[config.mk]
export PLATFORM = sky130hd
export DESIGN_NAME = uart_inst_loader
export DESIGN_NICKNAME = d
export VERILOG_FILES = /design/src/rtl/uart_inst_loader.sv
export SDC_FILE = /design/constraint.sdc
export NUM_CORES = 1
export LEC_CHECK = 0
export ABC_AREA = 1
export CELL_PAD_IN_SITES_DETAIL_PLACEMENT = 1
export CELL_PAD_IN_SITES_GLOBAL_PLACEMENT = 1
export CORE_UTILIZATION = 30
export DETAILED_ROUTE_END_ITERATION = 8
export PLACE_DENSITY_LB_ADDON = 0.3
export SETUP_SLACK_MARGIN = 0.02
export SLEW_MARGIN = 15
export SYNTH_ARGS = -nofsm -noshare
export SYNTH_HDL_FRONTEND = slang
export SYNTH_SLANG_ARGS = --single-unit
export TNS_END_PERCENT = 10
[constraint.sdc]
create_clock -name clk_i -period 3.69 [get_ports clk_i]
set_input_delay 0.5535 -clock clk_i [delete_from_list [all_inputs] [get_ports clk_i]]
set_output_delay 0.5535 -clock clk_i [all_outputs]
set_load 0.01 [all_outputs]
[src/rtl/uart_inst_loader.sv]
// uart_inst_loader
//   Boot-time program loader. Receives 8N1 UART bytes on rx_i and packs each
//   group of four bytes (least-significant byte first) into one 32-bit word.
//   Each word is written to ICCM at sequential word addresses starting at 0.
//   The core is held in reset until en_i ends the load. Any pending write is
//   then drained and the core is released.
//
// Ports
//   clk_i, rst_i   : system clock, asynchronous active-high reset
//   rx_i           : UART serial input (idle high, asynchronous to clk_i)
//   en_i           : level, end of load / start core
//   mem_req_o      : ICCM write request; address and data stay stable until granted
//   mem_gnt_i      : write accepted in this cycle
//   mem_addr_o     : byte address of the write (bits [1:0] always 0)
//   mem_wdata_o    : write data
//   sys_rst_o      : core reset, high while loading
//   done_o         : loading finished
//   word_count_o   : number of words written so far
//   frame_err_o    : sticky, a stop bit was sampled low
//   overrun_o      : sticky, a word was dropped while a write was pending
//
// Handshake: a write transfers in any cycle where mem_req_o && mem_gnt_i.
// While mem_req_o is high and not granted, addr/data/req do not change.
module uart_inst_loader #(
    parameter int CLKS_PER_BIT = 10417,
    parameter int DATA_WIDTH   = 32,
    parameter int ADDR_WIDTH   = 14
) (
    input  logic                  clk_i,
    input  logic                  rst_i,
    input  logic                  rx_i,
    input  logic                  en_i,
    output logic                  mem_req_o,
    input  logic                  mem_gnt_i,
    output logic [ADDR_WIDTH-1:0] mem_addr_o,
    output logic [DATA_WIDTH-1:0] mem_wdata_o,
    output logic                  sys_rst_o,
    output logic                  done_o,
    output logic [ADDR_WIDTH-3:0] word_count_o,
    output logic                  frame_err_o,
    output logic                  overrun_o
);
    localparam int CW    = $clog2(CLKS_PER_BIT);
    localparam int CNT_W = ADDR_WIDTH - 2;
    localparam logic [CW-1:0] HALF_M1 = CW'(CLKS_PER_BIT / 2 - 1);
    localparam logic [CW-1:0] FULL_M1 = CW'(CLKS_PER_BIT - 1);

    typedef enum logic [1:0] {RX_IDLE, RX_START, RX_DATA, RX_STOP} rx_state_t;
    typedef enum logic [1:0] {LD_LOAD, LD_DRAIN, LD_DONE} ld_state_t;

    logic                  rx_meta_q, rx_sync_q;
    rx_state_t             rx_state_q, rx_state_d;
    logic [CW-1:0]         cnt_q, cnt_d;
    logic [2:0]            bit_q, bit_d;
    logic [7:0]            shift_q, shift_d;
    logic                  byte_valid, stop_bad;

    ld_state_t             ld_state_q, ld_state_d;
    logic [1:0]            byte_idx_q, byte_idx_d;
    logic [23:0]           asm_q, asm_d;
    logic                  req_q, req_d;
    logic [ADDR_WIDTH-1:0] addr_q, addr_d;
    logic [DATA_WIDTH-1:0] wdata_q, wdata_d;
    logic [CNT_W-1:0]      count_q, count_d;
    logic                  frame_err_q, frame_err_d;
    logic                  overrun_q, overrun_d;
    logic                  sys_rst_q, sys_rst_d;
    logic                  done_q, done_d;

    logic in_load, accept_byte, word_done, grant;

    // Two-flop synchroniser; reset to idle-high so no false start after reset.
    always_ff @(posedge clk_i or posedge rst_i) begin
        if (rst_i) begin
            rx_meta_q <= 1'b1;
            rx_sync_q <= 1'b1;
        end else begin
            rx_meta_q <= rx_i;
            rx_sync_q <= rx_meta_q;
        end
    end

    // RX bit-timing machine. byte_valid / stop_bad are single-cycle strobes in
    // the stop-sample cycle.
    always_comb begin
        rx_state_d = rx_state_q;
        cnt_d      = cnt_q;
        bit_d      = bit_q;
        shift_d    = shift_q;
        byte_valid = 1'b0;
        stop_bad   = 1'b0;
        case (rx_state_q)
            RX_IDLE: begin
                cnt_d = '0;
                if (!rx_sync_q) rx_state_d = RX_START;
            end
            RX_START: begin
                if (cnt_q == HALF_M1) begin
                    cnt_d = '0;
                    bit_d = '0;
                    // A start bit that is high again at mid-bit is a glitch.
                    rx_state_d = rx_sync_q ? RX_IDLE : RX_DATA;
                end else begin
                    cnt_d = cnt_q + CW'(1);
                end
            end
            RX_DATA: begin
                if (cnt_q == FULL_M1) begin
                    cnt_d   = '0;
                    shift_d = {rx_sync_q, shift_q[7:1]};
                    if (bit_q == 3'd7) rx_state_d = RX_STOP;
                    else               bit_d = bit_q + 3'd1;
                end else begin
                    cnt_d = cnt_q + CW'(1);
                end
            end
            RX_STOP: begin
                if (cnt_q == FULL_M1) begin
                    cnt_d      = '0;
                    rx_state_d = RX_IDLE;
                    byte_valid = rx_sync_q;
                    stop_bad   = !rx_sync_q;
                end else begin
                    cnt_d = cnt_q + CW'(1);
                end
            end
            default: rx_state_d = RX_IDLE;
        endcase
    end

    assign in_load     = (ld_state_q == LD_LOAD);
    assign accept_byte = byte_valid && in_load;
    assign word_done   = accept_byte && (byte_idx_q == 2'd3);
    assign grant       = req_q && mem_gnt_i;

    // Word assembly, write handshake and loader sequencing.
    always_comb begin
        ld_state_d  = ld_state_q;
        byte_idx_d  = byte_idx_q;
        asm_d       = asm_q;
        req_d       = req_q;
        addr_d      = addr_q;
        wdata_d     = wdata_q;
        count_d     = count_q;
        frame_err_d = frame_err_q;
        overrun_d   = overrun_q;
        sys_rst_d   = (ld_state_q != LD_DONE);
        done_d      = (ld_state_q == LD_DONE);

        if (accept_byte) begin
            byte_idx_d = byte_idx_q + 2'd1;
            case (byte_idx_q)
                2'd0:    asm_d[7:0]   = shift_q;
                2'd1:    asm_d[15:8]  = shift_q;
                2'd2:    asm_d[23:16] = shift_q;
                default: ;
            endcase
        end
        if (stop_bad && in_load) frame_err_d = 1'b1;

        if (grant) begin
            req_d   = 1'b0;
            addr_d  = addr_q + ADDR_WIDTH'(4);
            count_d = count_q + CNT_W'(1);
        end
        // A word finishing in the grant cycle replaces the one leaving;
        // otherwise a still-pending write wins and the new word is lost.
        if (word_done) begin
            if (req_q && !mem_gnt_i) begin
                overrun_d = 1'b1;
            end else begin
                req_d   = 1'b1;
                wdata_d = {shift_q, asm_q};
            end
        end

        case (ld_state_q)
            LD_LOAD:  if (en_i) ld_state_d = LD_DRAIN;
            LD_DRAIN: begin
                byte_idx_d = '0;
                asm_d      = '0;
                if (!req_q) ld_state_d = LD_DONE;
            end
            default:  ld_state_d = LD_DONE;
        endcase
    end

    always_ff @(posedge clk_i or posedge rst_i) begin
        if (rst_i) begin
            rx_state_q  <= RX_IDLE;
            cnt_q       <= '0;
            bit_q       <= '0;
            shift_q     <= '0;
            ld_state_q  <= LD_LOAD;
            byte_idx_q  <= '0;
            asm_q       <= '0;
            req_q       <= 1'b0;
            addr_q      <= '0;
            wdata_q     <= '0;
            count_q     <= '0;
            frame_err_q <= 1'b0;
            overrun_q   <= 1'b0;
            sys_rst_q   <= 1'b1;
            done_q      <= 1'b0;
        end else begin
            rx_state_q  <= rx_state_d;
            cnt_q       <= cnt_d;
            bit_q       <= bit_d;
            shift_q     <= shift_d;
            ld_state_q  <= ld_state_d;
            byte_idx_q  <= byte_idx_d;
            asm_q       <= asm_d;
            req_q       <= req_d;
            addr_q      <= addr_d;
            wdata_q     <= wdata_d;
            count_q     <= count_d;
            frame_err_q <= frame_err_d;
            overrun_q   <= overrun_d;
            sys_rst_q   <= sys_rst_d;
            done_q      <= done_d;
        end
    end

    assign mem_req_o    = req_q;
    assign mem_addr_o   = addr_q;
    assign mem_wdata_o  = wdata_q;
    assign word_count_o = count_q;
    assign frame_err_o  = frame_err_q;
    assign overrun_o    = overrun_q;
    assign sys_rst_o    = sys_rst_q;
    assign done_o       = done_q;
endmodule

==> Word-level counts from Yosys, hierarchy flattened <==
Cells that the tools add are included.
{ "word_totals": {"regBits": 120, "in_bits": 5, "output_inout_bits": 63, "wordCells": 101} }
{ "classes": {"add_sub_neg": 5, "eq_ne": 20, "mux": 31, "bitwise_logic": 1, "n_reduce_logical": 25} }
{ "ops": {"columns": ["op", "count"], "rows": [
  ["$mux W24", 2],
  ["$pmux W14 S3", 1],
  ["$mux W14", 2],
  ["$mux W8", 3],
  ["$mux W2", 10],
  ["$ne A2 B2 Y1 const B", 9],
  ["$add A14 B1 Y14 const B", 1],
  ["$add A14 B3 Y14 const B", 1],
  ["$eq A14 B13 Y1 const B", 1],
  ["$eq A14 B14 Y1 const B", 1],
  ["$reduce_and A2 Y1", 7],
  ["$add A12 B1 Y12 const B", 1],
  ["$eq A2 B2 Y1 const B", 5],
  ["$reduce_bool A2 Y1", 5],
  ["$mux W3", 3],
  ["$pmux W2 S4", 1],
  ["$mux W1", 7],
  ["$eq A2 B1 Y1 const B", 3],
  ["$logic_not A2 Y1", 3],
  ["$pmux W3 S2", 1],
  ["$logic_and A1 B1 Y1", 5],
  ["$reduce_and A5 Y1", 1],
  ["$pmux W2 S2", 1],
  ["$reduce_and A4 Y1", 1],
  ["other kinds (6)", 7]
]} }

==> Longest topological paths before layout <==
{ "logic_depth": {"depth_word": 6, "mapped_depth": 13} }

==> Least setup slack after synthesis <==
Ideal clock, no wire load.
{ "synth_timing": {"path_type": "reg-to-reg", "start": "reg cnt_q[0]", "end": "reg wdata_q[25], in the netlist mem_wdata_o[25]", "setup_time_ns": 0.118, "arrival_time_ns": 1.511, "slack_ns": 2.061, "stages_incl_launch_ff": 11, "n_path_buf": 1, "path_cell_list": "dfrtp_1 inv_1 ha_1 nand4_1 nor2_1 nand3_4 nor2_4 nand2_2 buf_2 nand2_1 o21ai_2"} }
{ "synth_between": {"elab_chain_len": 6} }
{ "synth_lines": {"columns": ["item", "line_no", "rtl"], "rows": [
  ["start: declaration", "53", "logic [CW-1:0] cnt_q, cnt_d;"],
  ["start signal: assignment", "207", "cnt_q <= cnt_d;"],
  ["$eq A14 B14 Y1", "118", "if (cnt_q == FULL_M1) begin"],
  ["$mux W1", "118", null],
  ["$mux W1", "92", "case (rx_state_q)"],
  ["$logic_and A1 B1 Y1", "132", "assign accept_byte = byte_valid && in_load;"],
  ["$logic_and A1 B1 Y1", "133", "assign word_done = accept_byte && (byte_idx_q == 2'd3);"],
  ["$reduce_and A2 Y1 (no source line)", null, null],
  ["end signal: assignment", "215", "wdata_q <= wdata_d;"],
  ["end: declaration", "63", "logic [DATA_WIDTH-1:0] wdata_q, wdata_d;"]
]} }
No other way between the ends.
A chain may end at the register's enable or synchronous reset.

==> Worst setup path in the final report <==
Same ends and word-level chain as after synthesis.

==> summary.md <==
| Metric | Value |
|---|---|
| Min Tclk post-route | `2.420 ns` |
| Horizontal die dimension | `133.8 µm` |
| Final period utilization | `0.6559` |
| Area of the multi-input gates | `approximately 2000 µm²` |
| Row cnt | `47` |
| Total iterations of the first detailed-routing run | `4` |
| Number of stages on the worst hold path | `0` |
| Drt drc | `0` |
| Static leakage | `0.003332 µW` |
| Via total after detailed routing | `around 4000` |
| Fill count | `slightly below 2000` |
| Setup Viol. Count Final | `0` |
| Placeable core area | `16760 µm²` |
| Total power per unit cell area | `between 400 and 500 nW/µm²` |
| Area growth syn-to-layout | `28.25%` |
| Pwr Total | `2999 µW` |
| F_max | `0.4132 GHz` |
| Hold endpoint | `rx_sync_q$_DFF_PP1_` |
| Pin count of the biggest net entering global routing | `119` |
| Biggest area consumer among synthesized cells | `sky130_fd_sc_hd__dfrtp_1` |
| Grt ovf | `0` |
| TritonCTS Buffers | `17` |
| Synthesized cell area | `5209 µm²` |
| Buffers on Ports | `65` |
| Number of instances in the synthesized netlist | `599` |
| Worst R2R Path Depth | `10` |
| Worst setup path category | `reg2reg` |
| Highest-count cells in the layout ignoring fill and taps | `209 x sky130_fd_sc_hd__nand2_1, 115 x sky130_fd_sc_hd__dfrtp_1, 65 x sky130_fd_sc_hd__clkdlybuf4s50_1` |
| Number of antenna diodes | `0` |
| Required time of the worst setup path | `approximately 4 ns` |
| Yosys top cell area share | `0.5525` |
| Sequential area share after synthesis | `0.5676` |
| Footprint of the flip-flops and latches | `2957 µm²` |
| Total setup buffers inserted after CTS | `0` |
| Worst hold path type | `reg2reg` |
| RSZ-0062 raised after global routing | `no` |
| Maximum level of the CTS H-tree | `4` |
| Die span in y | `133.8 µm` |
| Most common cell after layout, fill and taps aside | `sky130_fd_sc_hd__nand2_1` |
| Worst path arrival time | `2.70 ns` |
| Post-Synthesis Mean Instance Area | `8.696 µm²` |
| Post-Layout Inst Area | `6680 µm²` |
| Capture instance of the worst register-to-register path | `mem_wdata_o[25]$_DFFE_PP0P_` |
| Total negative slack | `0 ns` |
| Reported max-cap violation count | `0` |
| Origin of the worst min-delay path | `rx_meta_q$_DFF_PP1_` |
| Wire length of the first global-routing pass | `21.33 mm` |
| Clk pin slew, worst setup/hold paths | `0.06 ns` |
| Wire length per cell | `13.46 µm` |
| Ranking of synthesized cells by area | `sky130_fd_sc_hd__dfrtp_1 55%, sky130_fd_sc_hd__nand2_1 15%, sky130_fd_sc_hd__inv_1 4.4%, sky130_fd_sc_hd__nor2_1 4.2%, sky130_fd_sc_hd__nand3_1 3.7%` |
| CTS max path bufs | `2` |
| Post-cts repair resize count | `0` |
| Global routing usage summed across all routing layers | `0.1517` |
| Clk_lat worst skew | `between 0.4 and 0.5 ns` |
| Worst IR Drop VDD | `approximately 0.30 mV` |
| Clock net sink count | `about 120` |
| Worst relative slew slack | `0.4034` |
| Final wirelength | `12.21 mm` |
| Number of antenna violations at the first check in global routing | `0` |
| Tightest Pin Transition | `0.8916 ns` |
| Residual antenna-violating net count after detailed routing | `0` |
| Mean number of vias per cell | `between 4 and 5` |
| Pins over their slew limit | `0` |
| Total count of hold-check failures in the final report | `0` |
| Boundary Pins | `68` |
| Largest driver fanout on the critical path | `40` |
| Max Clock Skew | `around 0.0099 ns` |
| Critical Path Start Type | `flip-flop` |
| Total cell area at the placement stage | `6113 µm²` |
| Flop and latch count out of synthesis | `between 100 and 150` |
| Buffer type at the clock tree root | `sky130_fd_sc_hd__clkbuf_16` |
| Kind of end point of the critical path | `flip-flop` |
| Count of synthesis-stage warnings from yosys | `0` |
| Initial cell density of the core | `0.3108` |
| Post-synth cell types | `29` |
| Area enclosed by the die boundary | `between 15000 and 20000 µm²` |
| Number of global-route vias before repair | `4428` |
| Outcome | `finished clean` |
| Final weighted congestion in routability-driven placement | `0.7718` |
| Share of final-layout standard cells stronger than drive strength 1 | `0.08006` |
| Post-cts hold buffer count | `0` |
| Half-perimeter wire length of the detailed placement result | `~8.6 mm` |
| Startpoint of the worst-slack reg-to-reg timing path | `cnt_q[0]$_DFF_PP0_` |
| Starting DRT DRC Count | `171` |
| Net count of the finished layout | `slightly below 700` |
| TritonCTS clock tree | `yes` |
| Slack of the worst reg-to-reg path | `1.27 ns` |
kinds of logic after synthesis:
kind of cell / Yosys count / share of synthesized area
buffers and inverters: 75 / 0.05765
XOR/XNOR: 26 / 0.04372
flip-flops: 118 / 0.5676
AND/OR/NAND/NOR: 332 / 0.2640
AO/OA/AOI/OAI: 37 / 0.04228
other: 1 / 0.0007199
adder cells (fa/ha/maj): 10 / 0.02402
worst max-delay path, cell delays in order, from the launching register on:
cell	delay [ns]
sky130_fd_sc_hd__dfrtp_1	0.40
sky130_fd_sc_hd__inv_1	0.08
sky130_fd_sc_hd__ha_1	0.17
sky130_fd_sc_hd__nand4_1	0.10
sky130_fd_sc_hd__nor2_1	0.21
sky130_fd_sc_hd__nand3_4	0.15
sky130_fd_sc_hd__nor2_4	0.10
sky130_fd_sc_hd__buf_4	0.27
sky130_fd_sc_hd__nand2_2	0.49
sky130_fd_sc_hd__nand2_1	0.22
sky130_fd_sc_hd__o21ai_2	0.07
registers in the layout (all words and copies together) (netlist names), named ones only:
signal,cells
done_o,1
overrun_o,1
mem_wdata_o,32
rx_sync_q,1
cnt_q,14
shift_q,8
rx_meta_q,1
asm_q,24
rx_state_q,1
ld_state_q,2
mem_req_o,1
sys_rst_o,1
bit_q,3
byte_idx_q,2
word_count_o,12
frame_err_o,1
mem_addr_o,12
Yosys cell counts:
master                     count
sky130_fd_sc_hd__a21oi_1       5
sky130_fd_sc_hd__a22o_1        1
sky130_fd_sc_hd__and2_2        1
sky130_fd_sc_hd__buf_2         6
sky130_fd_sc_hd__buf_4         3
sky130_fd_sc_hd__clkbuf_1      3
sky130_fd_sc_hd__conb_1        1
sky130_fd_sc_hd__dfrtp_1     115
sky130_fd_sc_hd__dfstp_2       3
sky130_fd_sc_hd__ha_1         10
sky130_fd_sc_hd__inv_1        61
sky130_fd_sc_hd__inv_2         2
sky130_fd_sc_hd__nand2_1     209
sky130_fd_sc_hd__nand2_2       3
sky130_fd_sc_hd__nand3_1      39
sky130_fd_sc_hd__nand3_4       1
sky130_fd_sc_hd__nand4_1       6
sky130_fd_sc_hd__nor2_1       58
sky130_fd_sc_hd__nor2_2        3
sky130_fd_sc_hd__nor2_4        2
sky130_fd_sc_hd__nor3_1        9
sky130_fd_sc_hd__nor3_2        1
sky130_fd_sc_hd__o21ai_0      18
sky130_fd_sc_hd__o21ai_1       4
sky130_fd_sc_hd__o21ai_2       7
sky130_fd_sc_hd__o21bai_1      1
sky130_fd_sc_hd__o31ai_1       1
sky130_fd_sc_hd__xnor2_1       9
sky130_fd_sc_hd__xor2_1       17
how the worst max path moves through the flow:
stage	to	depth (start not counted)	from	slack, ns
floorplan	async pin	1	rst_i	1.70
global placement	mem_wdata_o[31]$_DFFE_PP0P_	7	mem_gnt_i	1.33
detailed placement	word_count_o[8]$_DFFE_PP0P_	7	mem_gnt_i	1.22
CTS	mem_wdata_o[25]$_DFFE_PP0P_	10	cnt_q[0]$_DFF_PP0_	1.23
global route	mem_wdata_o[27]$_DFFE_PP0P_	10	cnt_q[0]$_DFF_PP0_	1.02
finish	mem_wdata_o[25]$_DFFE_PP0P_	10	cnt_q[0]$_DFF_PP0_	1.27
metrics by stage:
stage / hold WS [ns] / cells / setup slack, ns / utilization
after floorplan: 0.3452 / 600 / 1.698 / -
after global placement: 0.3481 / 876 / 1.332 / 0.3648
after detailed placement: 0.3507 / 876 / 1.216 / 0.3648
after CTS: 0.3584 / 907 / 1.232 / 0.3986
after global routing: 0.3665 / 907 / 1.016 / 0.3986
final: 0.3595 / 907 / 1.270 / 0.3986
cell type report:
cell class	count	share of cell area
Sequential cell	118	0.4426
Multi-Input combinational cell	407	0.2928
Timing Repair Buffer	68	0.1026
Clock buffer	22	0.06949
Tap cell	220	0.04121
Inverter	63	0.03596
Clock inverter	9	0.01536
power by group:
group	switching [µW]	leakage, µW	total (µW)	internal, µW
logic	51.4	0.00146	84.4	33.0
registers	14.1	0.00160	1330	1310
clock network	569	0.000272	1590	1020
routing by layer:
layer | share of wire | wire, µm | vias to the layer above | track usage
li1 | - | - | 2008 | -
met3 | 0.031 | 382 | 16 | 0.04528
met5 | 0 | 0 | - | 0
met1 | 0.45 | 5543 | 1939 | 0.1820
met4 | 0.014 | 176 | 0 | 0.04987
met2 | 0.50 | 6104 | 53 | 0.2585
Note: power is estimated with default switching activity, not from simulation.
